--- config.mk ---
export PLATFORM = sky130hd
export DESIGN_NAME = ex_issue_stage
export DESIGN_NICKNAME = d
export VERILOG_FILES = /design/src/rtl/ex_issue_stage_pkg.sv /design/src/rtl/ex_issue_stage_decode.sv /design/src/rtl/ex_issue_stage.sv
export SDC_FILE = /design/constraint.sdc
export NUM_CORES = 1
export LEC_CHECK = 0
export BUFFER_PORTS_ARGS = -buffer_cell sky130_fd_sc_hd__buf_4
export CORE_MARGIN = 3
export CORE_UTILIZATION = 36
export DETAILED_ROUTE_END_ITERATION = 16
export PLACE_DENSITY = 0.71
export SLEW_MARGIN = 40
export SYNTH_ARGS = -nofsm -noshare
export SYNTH_HDL_FRONTEND = slang
export SYNTH_SLANG_ARGS = --single-unit
--- constraint.sdc ---
create_clock -name clk -period 2.5 [get_ports clk]
set_input_delay 0.25 -clock clk [delete_from_list [all_inputs] [get_ports clk]]
set_output_delay 0.25 -clock clk [all_outputs]
set_load 0.005 [all_outputs]
--- src/rtl/ex_issue_stage_pkg.sv ---
// Shared definitions for the RV32I issue stage: ALU codes, opcodes, operand
// selects and the 75-bit payload carried through the skid buffer.
package ex_issue_stage_pkg;

    localparam int XLEN = 32;

    // ALU operation codes, must track the ALU's decoder
    localparam logic [3:0] ALU_ADD   = 4'b0000;
    localparam logic [3:0] ALU_SUB   = 4'b0001;
    localparam logic [3:0] ALU_SLL   = 4'b0010;
    localparam logic [3:0] ALU_SLT   = 4'b0011;
    localparam logic [3:0] ALU_SLTU  = 4'b0100;
    localparam logic [3:0] ALU_XOR   = 4'b0101;
    localparam logic [3:0] ALU_SRL   = 4'b0110;
    localparam logic [3:0] ALU_SRA   = 4'b0111;
    localparam logic [3:0] ALU_OR    = 4'b1000;
    localparam logic [3:0] ALU_AND   = 4'b1001;
    localparam logic [3:0] ALU_PASSB = 4'b1010;

    localparam logic [6:0] OPC_OP     = 7'b0110011;
    localparam logic [6:0] OPC_OP_IMM = 7'b0010011;
    localparam logic [6:0] OPC_LUI    = 7'b0110111;
    localparam logic [6:0] OPC_AUIPC  = 7'b0010111;
    localparam logic [6:0] OPC_JAL    = 7'b1101111;
    localparam logic [6:0] OPC_JALR   = 7'b1100111;
    localparam logic [6:0] OPC_BRANCH = 7'b1100011;
    localparam logic [6:0] OPC_LOAD   = 7'b0000011;
    localparam logic [6:0] OPC_STORE  = 7'b0100011;

    typedef enum logic [1:0] {
        A_RS1  = 2'd0,
        A_PC   = 2'd1,
        A_ZERO = 2'd2
    } a_sel_t;

    typedef enum logic [1:0] {
        B_RS2  = 2'd0,
        B_IMM  = 2'd1,
        B_FOUR = 2'd2,
        B_ZERO = 2'd3
    } b_sel_t;

    // bit0 = main valid, bit1 = skid valid
    typedef enum logic [1:0] {
        ST_EMPTY = 2'b00,
        ST_ONE   = 2'b01,
        ST_TWO   = 2'b11
    } buf_state_t;

    typedef struct packed {
        logic [XLEN-1:0] a;
        logic [XLEN-1:0] b;
        logic [3:0]      ctr;
        logic [4:0]      rd;
        logic            we;
        logic            illegal;
    } payload_t;

    // Shared OP / OP-IMM funct3 map; funct7b5 only selects SUB for register ops
    function automatic logic [3:0] funct_to_alu(input logic [2:0] f3,
                                                input logic       f7b5,
                                                input logic       is_reg);
        logic [3:0] c;
        case (f3)
            3'b000:  c = (is_reg && f7b5) ? ALU_SUB : ALU_ADD;
            3'b001:  c = ALU_SLL;
            3'b010:  c = ALU_SLT;
            3'b011:  c = ALU_SLTU;
            3'b100:  c = ALU_XOR;
            3'b101:  c = f7b5 ? ALU_SRA : ALU_SRL;
            3'b110:  c = ALU_OR;
            default: c = ALU_AND;
        endcase
        return c;
    endfunction

endpackage

--- src/rtl/ex_issue_stage_decode.sv ---
// Combinational opcode/funct decode into ALU code, operand selects, write
// enable and illegal flag.
module ex_decode
    import ex_issue_stage_pkg::*;
(
    input  logic [6:0] opcode,
    input  logic [2:0] funct3,
    input  logic       funct7b5,
    output logic [3:0] o_ctr,
    output a_sel_t     o_a_sel,
    output b_sel_t     o_b_sel,
    output logic       o_we,
    output logic       o_illegal
);

    always_comb begin
        o_ctr     = ALU_ADD;
        o_a_sel   = A_ZERO;
        o_b_sel   = B_ZERO;
        o_we      = 1'b0;
        o_illegal = 1'b0;
        case (opcode)
            OPC_OP: begin
                o_ctr   = funct_to_alu(funct3, funct7b5, 1'b1);
                o_a_sel = A_RS1;
                o_b_sel = B_RS2;
                o_we    = 1'b1;
            end
            OPC_OP_IMM: begin
                o_ctr   = funct_to_alu(funct3, funct7b5, 1'b0);
                o_a_sel = A_RS1;
                o_b_sel = B_IMM;
                o_we    = 1'b1;
            end
            OPC_LUI: begin
                o_ctr   = ALU_PASSB;
                o_b_sel = B_IMM;
                o_we    = 1'b1;
            end
            OPC_AUIPC: begin
                o_a_sel = A_PC;
                o_b_sel = B_IMM;
                o_we    = 1'b1;
            end
            // link value pc+4; the target is computed elsewhere
            OPC_JAL, OPC_JALR: begin
                o_a_sel = A_PC;
                o_b_sel = B_FOUR;
                o_we    = 1'b1;
            end
            OPC_BRANCH: begin
                case (funct3)
                    3'b000, 3'b001: begin
                        o_ctr   = ALU_SUB;
                        o_a_sel = A_RS1;
                        o_b_sel = B_RS2;
                    end
                    3'b100, 3'b101: begin
                        o_ctr   = ALU_SLT;
                        o_a_sel = A_RS1;
                        o_b_sel = B_RS2;
                    end
                    3'b110, 3'b111: begin
                        o_ctr   = ALU_SLTU;
                        o_a_sel = A_RS1;
                        o_b_sel = B_RS2;
                    end
                    default: o_illegal = 1'b1;
                endcase
            end
            OPC_LOAD: begin
                o_a_sel = A_RS1;
                o_b_sel = B_IMM;
                o_we    = 1'b1;
            end
            OPC_STORE: begin
                o_a_sel = A_RS1;
                o_b_sel = B_IMM;
            end
            default: o_illegal = 1'b1;
        endcase
    end

endmodule

--- src/rtl/ex_issue_stage.sv ---
// RV32I issue stage: decode, writeback bypass, operand select and a 2-entry
// skid buffer whose main entry drives the ALU inputs directly.
module ex_issue_stage
    import ex_issue_stage_pkg::*;
(
    input  logic        clk,
    input  logic        rst_n,
    input  logic        flush,
    input  logic        in_valid,
    output logic        in_ready,
    input  logic [6:0]  opcode,
    input  logic [2:0]  funct3,
    input  logic        funct7b5,
    input  logic [4:0]  rs1_addr,
    input  logic [4:0]  rs2_addr,
    input  logic [31:0] rs1_data,
    input  logic [31:0] rs2_data,
    input  logic [31:0] imm,
    input  logic [31:0] pc,
    input  logic [4:0]  rd,
    input  logic        wb_we,
    input  logic [4:0]  wb_rd,
    input  logic [31:0] wb_data,
    output logic        out_valid,
    input  logic        out_ready,
    output logic [31:0] alu_a,
    output logic [31:0] alu_b,
    output logic [3:0]  alu_ctr,
    output logic [4:0]  out_rd,
    output logic        out_we,
    output logic        out_illegal
);

    logic [3:0]  w_ctr;
    a_sel_t      w_a_sel;
    b_sel_t      w_b_sel;
    logic        w_we;
    logic        w_illegal;
    logic [31:0] w_rs1;
    logic [31:0] w_rs2;
    payload_t    w_pay;

    buf_state_t  r_state;
    buf_state_t  w_state_nxt;
    payload_t    r_main;
    payload_t    r_skid;
    logic        w_accept;
    logic        w_drain;
    logic        w_ld_main_new;
    logic        w_ld_main_skid;
    logic        w_ld_skid;

    ex_decode u_dec (
        .opcode    (opcode),
        .funct3    (funct3),
        .funct7b5  (funct7b5),
        .o_ctr     (w_ctr),
        .o_a_sel   (w_a_sel),
        .o_b_sel   (w_b_sel),
        .o_we      (w_we),
        .o_illegal (w_illegal)
    );

    // x0 is never forwarded; it always reads as the register-file value
    assign w_rs1 = (wb_we && (wb_rd != 5'd0) && (wb_rd == rs1_addr)) ? wb_data : rs1_data;
    assign w_rs2 = (wb_we && (wb_rd != 5'd0) && (wb_rd == rs2_addr)) ? wb_data : rs2_data;

    always_comb begin
        w_pay = '0;
        case (w_a_sel)
            A_RS1:   w_pay.a = w_rs1;
            A_PC:    w_pay.a = pc;
            default: w_pay.a = 32'd0;
        endcase
        case (w_b_sel)
            B_RS2:   w_pay.b = w_rs2;
            B_IMM:   w_pay.b = imm;
            B_FOUR:  w_pay.b = 32'd4;
            default: w_pay.b = 32'd0;
        endcase
        w_pay.ctr     = w_ctr;
        w_pay.rd      = rd;
        w_pay.we      = w_we && (rd != 5'd0);
        w_pay.illegal = w_illegal;
    end

    // Handshakes only look at registered state, never at out_ready -> in_ready
    assign out_valid = r_state[0];
    assign in_ready  = ~r_state[1];
    assign w_accept  = in_valid && in_ready;
    assign w_drain   = out_valid && out_ready;

    always_comb begin
        w_state_nxt    = r_state;
        w_ld_main_new  = 1'b0;
        w_ld_main_skid = 1'b0;
        w_ld_skid      = 1'b0;
        if (flush) begin
            w_state_nxt = ST_EMPTY;
        end else begin
            case (r_state)
                ST_EMPTY: begin
                    if (w_accept) begin
                        w_state_nxt   = ST_ONE;
                        w_ld_main_new = 1'b1;
                    end
                end
                ST_ONE: begin
                    if (w_accept && w_drain) begin
                        w_ld_main_new = 1'b1;
                    end else if (w_accept) begin
                        w_state_nxt = ST_TWO;
                        w_ld_skid   = 1'b1;
                    end else if (w_drain) begin
                        w_state_nxt = ST_EMPTY;
                    end
                end
                ST_TWO: begin
                    if (w_drain) begin
                        w_state_nxt    = ST_ONE;
                        w_ld_main_skid = 1'b1;
                    end
                end
                default: w_state_nxt = ST_EMPTY;
            endcase
        end
    end

    always_ff @(posedge clk or negedge rst_n) begin
        if (!rst_n) begin
            r_state <= ST_EMPTY;
        end else begin
            r_state <= w_state_nxt;
        end
    end

    always_ff @(posedge clk or negedge rst_n) begin
        if (!rst_n) begin
            r_main <= '0;
            r_skid <= '0;
        end else begin
            if (w_ld_main_new) begin
                r_main <= w_pay;
            end else if (w_ld_main_skid) begin
                r_main <= r_skid;
            end
            if (w_ld_skid) begin
                r_skid <= w_pay;
            end
        end
    end

    assign alu_a       = r_main.a;
    assign alu_b       = r_main.b;
    assign alu_ctr     = r_main.ctr;
    assign out_rd      = r_main.rd;
    assign out_we      = r_main.we;
    assign out_illegal = r_main.illegal;

endmodule

==> impl_metrics.yaml <==
timing:
  fin_crit_ns: 2.15
  worstMarginPinSlew_ns: 0.608
  drv_slew: 0
  fin_tns_setup_ns: 0
  report.final.hold_viol_count: 0
  fmax_mhz: 465
  post-route-period-util: 0.861
  rsz0062_at_grt: "false"
  skew_ns: 0.0188
  finalSetupViolations: 0
  relSlewSlack: 0.594
  hold_slack_ns: 0.0313
worst_setup_path:
  critical_path_class: "reg2reg"
  crit_fanout: 56
  required_ns: 2.79
  critPathLaunchType: "register"
  worstRegToRegCells: 7
  critPathArrivalTime_ns: 2.44
  critPathCaptureType: "register"
floorplan:
  die_h_um: 163
  core-area_um2: 23800
  num_rows: 56
  io_pins: 274
  initial_core_util: 0.372
  die_w_um: 163
  die-area_um2: 26500
place:
  post-dp-hpwl_mm: 22.1
  place_inst: 1496
  port_buffers: 273
  place_congestion: 0.866
  placed_area_um2: 11300
power_and_ir_drop:
  p_per_area_nw_per_um2: 884
  power_leakage_nw: 5.48
  vdd_drop_max_mv: 0.394
  total_power_mw: 10.5
routing:
  viasPerCell: 5.50
  via_count: 8430
  wl_per_cell_um: 19.8
  drt-initial-drc-count: 736
  first_pass_iters: 5
  ant_nets: 0
  totalWireLength_mm: 30.4
  drc: 0
clock_tree:
  cts_buffer_depth: 2
  cts-root-buf: "clkbuf_16"
  postCtsSetupBuffers: 0
  cts_resized: 0
  clk_pin_slew_ns: 0.07
  cts_tree: "yes"
  hold_buffers: 1
  insertion_delay_ns: 0.43
  cts-htree-levels: 4
  clock_sinks: 152
  cts_buffers: 17
synthesis:
  ys_seq_area_frac: 0.430
  ys_warn_count: 0
  syn_area_um2: 8850
  synth_top_family_by_area: "compound AO/OA/AOI/OAI gates"
  synthAdderAreaFrac: 0.00565
  syn_area_per_cell_um2: 9.17
  synth_ff_type: "dfrtp_1"
  synth_top_area_cell: "dfrtp_1"
  synth_enable_flop_cells: 0
  synthSimpleGateAreaFrac: 0.175
  synth.net_count: 1166
  synth_mux_area_frac: 0.122
  synth_compound_area_frac: 0.212
  synth_top_cells_by_area: "dfrtp_1, mux2i_1, a21oi_1, nor3b_1, nor2_1"
  ys_types: 52
  synth_cells: 965
  ys_ff_latch: 152
  synth_top_area_share: 0.430
  async_flop_share: 1.00
  synth_xor_area_frac: 0.00989
grt:
  grt_remaining_overflow: 0
  grt_max_degree: 95
  grt_pass1_vias: 8118
  antenna_found_initial: 4
  grt_pass1_wl_mm: 46.3
  track_usage: 0.223
layout:
  fill_cells: 2285
  fin_area_um2: 11900
  final_cells: 1532
  synthToLayoutAreaGrowth_pct: 34.2
  drive_gt1_frac: 0.312
  finalNetCount: 1398
worst_hold_path:
  hold_depth: 3
  hp-class: "in2reg"
outcome:
  outcome: "finished, final reports clean"
flow_run:
  cap_violations: 0
## registers in the layout, indices dropped and copies added, names as in the netlist
| name | flops |
|---|---|
| alu_b | 32 |
| out_illegal | 1 |
| r_state | 2 |
| out_rd | 5 |
| alu_ctr | 4 |
| out_we | 1 |
| alu_a | 32 |
| r_skid | 75 |
## kinds of logic (layout without fill, tap and decap cells)
group,Yosys count,count (layout)
AOI/OAI and AO/OA,309,309
xor gates and xnor gates,10,10
adders and majority gates,4,4
buffers and inverters,91,336
DFF,152,152
muxes,104,104
other,0,3
and+or+nand+nor,295,295
## area by class of cell
| type | instances | area, µm² | share of cell area |
|---|---|---|---|
| multi-input cells | 722 | 4680 | 0.394 |
| flip-flops and latches | 152 | 3800 | 0.320 |
| repair buffers | 299 | 2420 | 0.203 |
| clock buffers | 18 | 439 | 0.0370 |
| well taps | 319 | 399 | 0.0336 |
| clock inverters | 14 | 114 | 0.00958 |
| inverters | 5 | 18.8 | 0.00158 |
| diodes | 3 | 7.51 | 0.000632 |
## critical path: stages, from the launching register on
cell and delay [ns]:
dfrtp_1 0.43, inv_1 0.14, ha_1 0.20, nand3_1 0.19, or3b_2 0.52, buf_12 0.19, a21oi_1 0.17, a21oi_1 0.08
## where the power goes
group / internal, mW / switching, mW
clock network: 1.33 / 1.15
registers: 3.63 / 0.696
logic: 2.04 / 1.66
total: 7.00 / 3.51
## path summary, 6_finish.rpt
kind,end,start,slack [ns]
min in group asynchronous,r_state[0]$_DFFE_PN0P_,rst_n,0.31
setup / recovery,r_skid[42]$_DFFE_PN0P_,r_state[1]$_DFFE_PN0P_,0.35
max in group asynchronous,r_skid[31]$_DFFE_PN0P_,rst_n,1.43
setup reg to reg,r_skid[42]$_DFFE_PN0P_,r_state[1]$_DFFE_PN0P_,0.35
hold / removal,r_skid[3]$_DFFE_PN0P_,rd[1],0.03
hold reg to reg,r_skid[9]$_DFFE_PN0P_,r_skid[9]$_DFFE_PN0P_,0.48
## cell usage after synthesis (2+ instances only)
cell      count
a21boi_0     31
a21oi_1     116
a22oi_1      43
a31oi_1      54
a32oi_1       3
and3_1       32
buf_1         6
buf_2        19
buf_4         4
buf_6         4
clkbuf_1     53
dfrtp_1     152
ha_1          4
inv_1         5
mux2_2       31
mux2i_1      73
nand2_1      69
nand2b_1      3
nand3_1      10
nand3b_1      2
nor2_1       95
nor2b_1       2
nor3_1        3
nor3b_1      65
o21ai_0      15
o21ai_1      32
o21bai_1      2
o31ai_1       3
or3_1         3
xnor2_1       8
xor2_1        2
## per-stage QoR
stage,util,setup slack (ns)
6_report,0.499,0.347
2_1_floorplan,-,0.493
3_5_place_dp,0.475,0.264
3_3_place_gp,0.474,0.176
4_1_cts,0.498,0.384
5_1_grt,0.499,0.213
## layout by cell type (no fill, tap or decap), types with 4 or more instances in the layout
cell,instances
nand3_1,10
a21boi_0,31
mux2i_1,73
inv_1,5
clkbuf_16,17
o21ai_1,31
ha_1,4
and3_1,32
a31oi_1,54
mux2_2,31
a22oi_1,43
buf_12,13
buf_4,283
dfrtp_1,152
xnor2_1,8
a21oi_1,116
nand2_1,69
nor3b_1,64
nor2_1,95
inv_6,6
o21ai_0,15
## routing by layer
layer | share of wire | global-route usage
met1 | 0.46 | 0.324
met2 | 0.44 | 0.328
met3 | 0.062 | 0.0435
met4 | 0.032 | 0.0873
met5 | 0.00026 | 0
No activity file was read; power rests on OpenSTA's default activity.
